### src/rtl/multicycle_control_fsm_if.sv
// Control bundle between the multicycle MIPS control FSM (master) and its datapath (slave).
// Instruction fields and the zero flag flow in; ALU/mux selects and enables flow out.
interface multicycle_control_fsm_if #(
  parameter int STATE_W = 4
);
  logic [5:0]         opcode;
  logic [5:0]         funct;
  logic               zero;
  logic [2:0]         ALU_Control;
  logic               ALUSrcA;
  logic [1:0]         ALUSrcB;
  logic [1:0]         PCSrc;
  logic               IorD;
  logic               IRWrite;
  logic               MemWrite;
  logic               RegDst;
  logic               MemtoReg;
  logic               RegWrite;
  logic               PCEn;
  logic [STATE_W-1:0] state;

  modport master (
    input  opcode, funct, zero,
    output ALU_Control, ALUSrcA, ALUSrcB, PCSrc, IorD, IRWrite, MemWrite,
           RegDst, MemtoReg, RegWrite, PCEn, state
  );

  modport slave (
    output opcode, funct, zero,
    input  ALU_Control, ALUSrcA, ALUSrcB, PCSrc, IorD, IRWrite, MemWrite,
           RegDst, MemtoReg, RegWrite, PCEn, state
  );
endinterface

### src/rtl/multicycle_control_fsm.sv
// Moore control FSM for the multicycle MIPS datapath: sequences fetch/decode/execute/
// memory/writeback and decodes the current state into ALU_Control, selects and enables.
module multicycle_control_fsm #(
  parameter int STATE_W = 4
) (
  input  logic                    clk,
  input  logic                    reset,
  multicycle_control_fsm_if.master bus
);

  typedef enum logic [STATE_W-1:0] {
    S_FETCH   = STATE_W'(0),
    S_DECODE  = STATE_W'(1),
    S_MEMADR  = STATE_W'(2),
    S_MEMRD   = STATE_W'(3),
    S_MEMWB   = STATE_W'(4),
    S_MEMWR   = STATE_W'(5),
    S_RTYPEEX = STATE_W'(6),
    S_RTYPEWB = STATE_W'(7),
    S_BEQEX   = STATE_W'(8),
    S_ADDIEX  = STATE_W'(9),
    S_ADDIWB  = STATE_W'(10),
    S_JEX     = STATE_W'(11)
  } state_t;

  localparam logic [5:0] OP_RTYPE = 6'b000000;
  localparam logic [5:0] OP_LW    = 6'b100011;
  localparam logic [5:0] OP_SW    = 6'b101011;
  localparam logic [5:0] OP_BEQ   = 6'b000100;
  localparam logic [5:0] OP_ADDI  = 6'b001000;
  localparam logic [5:0] OP_J     = 6'b000010;

  localparam logic [2:0] ALU_AND = 3'b000;
  localparam logic [2:0] ALU_OR  = 3'b001;
  localparam logic [2:0] ALU_ADD = 3'b010;
  localparam logic [2:0] ALU_SUB = 3'b110;
  localparam logic [2:0] ALU_SLT = 3'b111;

  // Returns {legal, alu_op}; unknown funct codes execute as ADD but never write back.
  function automatic logic [3:0] funct_decode(input logic [5:0] f);
    case (f)
      6'b100000: funct_decode = {1'b1, ALU_ADD};
      6'b100010: funct_decode = {1'b1, ALU_SUB};
      6'b100100: funct_decode = {1'b1, ALU_AND};
      6'b100101: funct_decode = {1'b1, ALU_OR};
      6'b101010: funct_decode = {1'b1, ALU_SLT};
      default:   funct_decode = {1'b0, ALU_ADD};
    endcase
  endfunction

  state_t     r_state;
  logic [3:0] w_fdec;
  logic [2:0] w_alu;
  logic       w_srca;
  logic [1:0] w_srcb;
  logic [1:0] w_pcsrc;
  logic       w_iord;
  logic       w_irwrite;
  logic       w_memwrite;
  logic       w_regdst;
  logic       w_memtoreg;
  logic       w_regwrite;
  logic       w_pcen;

  always_ff @(posedge clk or posedge reset) begin
    if (reset) begin
      r_state <= S_FETCH;
    end else begin
      case (r_state)
        S_FETCH:   r_state <= S_DECODE;
        S_DECODE: begin
          case (bus.opcode)
            OP_LW, OP_SW: r_state <= S_MEMADR;
            OP_RTYPE:     r_state <= S_RTYPEEX;
            OP_BEQ:       r_state <= S_BEQEX;
            OP_ADDI:      r_state <= S_ADDIEX;
            OP_J:         r_state <= S_JEX;
            default:      r_state <= S_FETCH;
          endcase
        end
        S_MEMADR: begin
          case (bus.opcode)
            OP_LW:   r_state <= S_MEMRD;
            OP_SW:   r_state <= S_MEMWR;
            default: r_state <= S_FETCH;
          endcase
        end
        S_MEMRD:   r_state <= S_MEMWB;
        S_RTYPEEX: r_state <= S_RTYPEWB;
        S_ADDIEX:  r_state <= S_ADDIWB;
        default:   r_state <= S_FETCH;
      endcase
    end
  end

  // Outputs follow the state alone, except funct in R-type states and zero in BEQEX;
  // reset gates everything so no enable can pulse while it is held.
  always_comb begin
    w_fdec     = funct_decode(bus.funct);
    w_alu      = 3'b000;
    w_srca     = 1'b0;
    w_srcb     = 2'b00;
    w_pcsrc    = 2'b00;
    w_iord     = 1'b0;
    w_irwrite  = 1'b0;
    w_memwrite = 1'b0;
    w_regdst   = 1'b0;
    w_memtoreg = 1'b0;
    w_regwrite = 1'b0;
    w_pcen     = 1'b0;
    if (reset) begin
      w_alu = ALU_ADD;
    end else begin
      case (r_state)
        S_FETCH: begin
          w_alu = ALU_ADD; w_srcb = 2'b01; w_irwrite = 1'b1; w_pcen = 1'b1;
        end
        S_DECODE:  begin w_alu = ALU_ADD; w_srcb = 2'b11; end
        S_MEMADR:  begin w_alu = ALU_ADD; w_srca = 1'b1; w_srcb = 2'b10; end
        S_MEMRD:   w_iord = 1'b1;
        S_MEMWB:   begin w_memtoreg = 1'b1; w_regwrite = 1'b1; end
        S_MEMWR:   begin w_iord = 1'b1; w_memwrite = 1'b1; end
        S_RTYPEEX: begin w_alu = w_fdec[2:0]; w_srca = 1'b1; end
        S_RTYPEWB: begin w_regdst = 1'b1; w_regwrite = w_fdec[3]; end
        S_BEQEX: begin
          w_alu = ALU_SUB; w_srca = 1'b1; w_pcsrc = 2'b01; w_pcen = bus.zero;
        end
        S_ADDIEX:  begin w_alu = ALU_ADD; w_srca = 1'b1; w_srcb = 2'b10; end
        S_ADDIWB:  w_regwrite = 1'b1;
        S_JEX:     begin w_pcsrc = 2'b10; w_pcen = 1'b1; end
        default: ;
      endcase
    end
  end

  assign bus.ALU_Control = w_alu;
  assign bus.ALUSrcA     = w_srca;
  assign bus.ALUSrcB     = w_srcb;
  assign bus.PCSrc       = w_pcsrc;
  assign bus.IorD        = w_iord;
  assign bus.IRWrite     = w_irwrite;
  assign bus.MemWrite    = w_memwrite;
  assign bus.RegDst      = w_regdst;
  assign bus.MemtoReg    = w_memtoreg;
  assign bus.RegWrite    = w_regwrite;
  assign bus.PCEn        = w_pcen;
  assign bus.state       = r_state;

endmodule
### src/flat_wrapper.sv
// flat-port wrapper written by rule: the top's interface ports become plain ports
module multicycle_control_fsm_flat 
#(
  parameter int STATE_W = 4
)
  (clk, reset, bus_opcode, bus_funct, bus_zero, bus_ALU_Control, bus_ALUSrcA, bus_ALUSrcB, bus_PCSrc, bus_IorD, bus_IRWrite, bus_MemWrite, bus_RegDst, bus_MemtoReg, bus_RegWrite, bus_PCEn, bus_state);
  multicycle_control_fsm_if #(.STATE_W(STATE_W)) bus_i ();
  input  logic clk;
  input  logic reset;
  input wire logic [$bits(bus_i.opcode)-1:0] bus_opcode;
  input wire logic [$bits(bus_i.funct)-1:0] bus_funct;
  input wire logic [$bits(bus_i.zero)-1:0] bus_zero;
  output wire logic [$bits(bus_i.ALU_Control)-1:0] bus_ALU_Control;
  output wire logic [$bits(bus_i.ALUSrcA)-1:0] bus_ALUSrcA;
  output wire logic [$bits(bus_i.ALUSrcB)-1:0] bus_ALUSrcB;
  output wire logic [$bits(bus_i.PCSrc)-1:0] bus_PCSrc;
  output wire logic [$bits(bus_i.IorD)-1:0] bus_IorD;
  output wire logic [$bits(bus_i.IRWrite)-1:0] bus_IRWrite;
  output wire logic [$bits(bus_i.MemWrite)-1:0] bus_MemWrite;
  output wire logic [$bits(bus_i.RegDst)-1:0] bus_RegDst;
  output wire logic [$bits(bus_i.MemtoReg)-1:0] bus_MemtoReg;
  output wire logic [$bits(bus_i.RegWrite)-1:0] bus_RegWrite;
  output wire logic [$bits(bus_i.PCEn)-1:0] bus_PCEn;
  output wire logic [$bits(bus_i.state)-1:0] bus_state;
  assign bus_i.opcode = bus_opcode;
  assign bus_i.funct = bus_funct;
  assign bus_i.zero = bus_zero;
  assign bus_ALU_Control = bus_i.ALU_Control;
  assign bus_ALUSrcA = bus_i.ALUSrcA;
  assign bus_ALUSrcB = bus_i.ALUSrcB;
  assign bus_PCSrc = bus_i.PCSrc;
  assign bus_IorD = bus_i.IorD;
  assign bus_IRWrite = bus_i.IRWrite;
  assign bus_MemWrite = bus_i.MemWrite;
  assign bus_RegDst = bus_i.RegDst;
  assign bus_MemtoReg = bus_i.MemtoReg;
  assign bus_RegWrite = bus_i.RegWrite;
  assign bus_PCEn = bus_i.PCEn;
  assign bus_state = bus_i.state;
  multicycle_control_fsm #(.STATE_W(STATE_W)) u_core (.clk(clk), .reset(reset), .bus(bus_i));
endmodule
### config.mk
export PLATFORM = sky130hd
export DESIGN_NAME = multicycle_control_fsm_flat
export DESIGN_NICKNAME = d
export VERILOG_FILES = /design/src/rtl/multicycle_control_fsm_if.sv /design/src/rtl/multicycle_control_fsm.sv /design/src/flat_wrapper.sv
export SDC_FILE = /design/constraint.sdc
export NUM_CORES = 1
export LEC_CHECK = 0
export BUFFER_PORTS_ARGS = -buffer_cell sky130_fd_sc_hd__buf_2
export CORE_AREA = 5 5 42 44
export CTS_CLUSTER_DIAMETER = 120
export DETAILED_ROUTE_END_ITERATION = 10
export DIE_AREA = 0 0 47 49
export GPL_TIMING_DRIVEN = 0
export PLACE_DENSITY = 0.8
export SYNTH_ARGS = -nofsm -noshare
export SYNTH_HDL_FRONTEND = slang
export SYNTH_SLANG_ARGS = --single-unit
export TNS_END_PERCENT = 10
### constraint.sdc
create_clock -name clk -period 3 [get_ports clk]
set_input_delay 0.6 -clock clk [delete_from_list [all_inputs] [get_ports clk]]
set_output_delay 0.6 -clock clk [all_outputs]
set_load 0.03 [all_outputs]
==> out/metrics.cfg <==
[worst_setup_path]
cp_slowest_cell = buf_2
crit_top_cell = buf_2
crit_buf_inv = 4
crit_family = buffers and inverters
endpoint_kind = output pin
r2r_slack_ns = 1.60
start_kind = input port
path_cells = buf_2 > clkbuf_1 > inv_1 > nand2_1 > nor4_1 > buf_2
crit_type = input port to output pin
max_stage_delay_ns = 0.24
cp.required_ns = 2.40
cp.arrival_ns = 1.72
critPathMaxFanout = 10

[floorplan]
core_um2 = 1400
num_io_pins = 34
fp.dieH_um = 49
rows = 14
initial_core_util_pct = 39.4
die-area_um2 = 2300
dieWidth_um = 47

[sta]
clock.fmax_ghz = 0.432
hold_slack_ns = 0.518
relSlewSlack_pct = 74.1
fin_tns_setup_ns = 0
tightest_slew_ns = 0.389
clock_skew_ns = 0.00423
maxSlewViolCount = 0
hold_viol_final = 0
setup_viol = 0
rsz0062_at_grt = false
period_needed_ns = 2.32
fin_crit_sh_pct = 77.2

[routing]
wl_per_cell_um = 11.7
first_pass_iters = 4
routed_wl_mm = 1.59
viasPerCell = 5.54
drtIter0Drc = 10
drc = 0
final_antenna_net_count = 0
route.vias.total = 754

[placement]
post-dp-hpwl_mm = 1.30
gp_congestion = 0.861
dp_cells = 133
io_buffers = 33

[global_routing]
gr-total-overflow = 0
grt_max_degree = 11
grt_pass1_wl_mm = 2.65
antenna_found_initial = 0
grt_pass1_vias = 634
grtUsageTotal_pct = 14.7

[logic_synthesis]
yosys.area.top_type = dfrtp_1
synthDistinctLibCells = 31
synth_top_area_share_pct = 18.1
ys_top_cells_by_area = dfrtp_1 18%, nor3_1 10%, nor2_1 7.5%
synth_commonest_cells = 11 x nor2_1, 11 x nor3_1, 5 x nand2_1, 5 x nand2b_1
synthesis.nets = 99
synthCells = 84
postSynthAreaPerCell_um2 = 6.57
yosysWarnings = 0
ys_ff_latch = 4
ys_seq_area_share_pct = 18.1
synth-main-ff-cell = dfrtp_1
synth_edf_count = 0
synth_area_um2 = 552
synthArstFlopShare_pct = 100

[clocking]
htreeDepth = 1
clockBufferDepth = 2
cts_tree = yes
clkTransAtPathRegs_ns = 0.04
clk_latency_ns = 0.23
post_cts_resized = 0
clockRootBuffer = clkbuf_4
post-cts-setup-buffers = 0
cts_inserted_buffers = 3
clkSinkCount = 4
hold_buffers = 0

[status]
status = finished clean

[layout]
multi_input_area_um2 = 410
fill_cells = 159
drive_above_1_share_pct = 33.3
largest_reg_flops = 4
layout.nets = 137
num_antenna_cells = 0
finalNonFillerCells = 136
regArea_um2 = 100
areaGrowthSynthToFinish_pct = 37.6
finish.utilization_pct = 54.2

[power]
total_power_mw = 0.427
power_density_nw_per_um2 = 562
peakVddDrop_mv = 0.357
p_leak_nw = 0.367

[flow_run]
cap_violations = 0

[min_path]
min_path_type = input port to async pin

-- path summary, 6_finish.rpt --
| check | cells past startpoint | from | end |
|---|---|---|---|
| min in group clk | 2 | bus_opcode[3] | u_core.bus.state[1]$_DFF_PP0_ |
| max | 6 | reset | bus_ALU_Control[0] |
| min reg2reg | 2 | u_core.bus.state[2]$_DFF_PP0_ | u_core.bus.state[1]$_DFF_PP0_ |
| min | 3 | reset | u_core.bus.state[3]$_DFF_PP0_ |
| max reg2reg | 4 | u_core.bus.state[2]$_DFF_PP0_ | u_core.bus.state[1]$_DFF_PP0_ |
| max in group asynchronous | 3 | reset | u_core.bus.state[0]$_DFF_PP0_ |
-- logic make-up (layout without fill, tap and decap cells) --
group	Yosys count	count (layout)	share of synthesized area (%)
buffers and inverters	10	46	7.48
AND/OR/NAND/NOR	46	46	44.7
XOR/XNOR	3	3	4.76
AO/OA/AOI/OAI	21	21	24.9
flip-flops	4	4	18.1
-- where the power goes --
group          switching [mW]  leakage (nW)  total (mW)  internal, mW
Combinational           0.186         0.300       0.279        0.0927
Sequential             0.0172        0.0532      0.0835        0.0663
Clock                  0.0203        0.0138      0.0649        0.0446
Total                   0.223         0.367       0.427         0.204
-- final cells by class --
class / instances / area share (%)
Multi-Input combinational cell: 70 / 54.0
Tap cell: 16 / 2.64
Timing Repair Buffer: 33 / 21.7
Clock buffer: 3 / 2.97
Inverter: 4 / 1.98
Buffer: 6 / 3.46
Sequential cell: 4 / 13.2
-- per-layer routing --
metal | vias to the layer above | share of wire [%] | track usage, %
met3 | 0 | 10 | 3.69
li1 | 384 | - | -
met2 | 31 | 48 | 22.9
met5 | - | 0 | 0
met1 | 339 | 42 | 19.7
met4 | 0 | 0 | 4.15
-- worst register-to-register path, cell delays in order, from the launching register on --
cell,delay (ns)
dfrtp_1,0.39
or4_4,0.57
nor2_1,0.15
o21ai_0,0.11
o311ai_1,0.08
-- layout by cell type (no fill, tap or decap), drive strengths merged --
cell type and count:
a211oi 1, nand2 5, o21ai 5, buf 37, or3b 1, a21oi 4, xor2 1, or3 1
and2b 1, nor4 4, o2111ai 1, a21o 2, inv 4, nand2b 5, xnor2 2, a221o 1
dfrtp 4, clkbuf 5, nand3b 1, nor3 11, a31oi 3, nor4b 1, o311ai 1, nor2 11
nor2b 3, a22oi 2, or4 1, a32oi 1, and3 1
-- through the flow --
step	setup WS (ns)	area, µm²
floorplan	0.388	552
global placement	0.688	737
finish	0.683	759
detailed placement	0.681	737
CTS	0.669	759
global route	0.460	759
No activity file was read; power rests on OpenSTA's default activity.
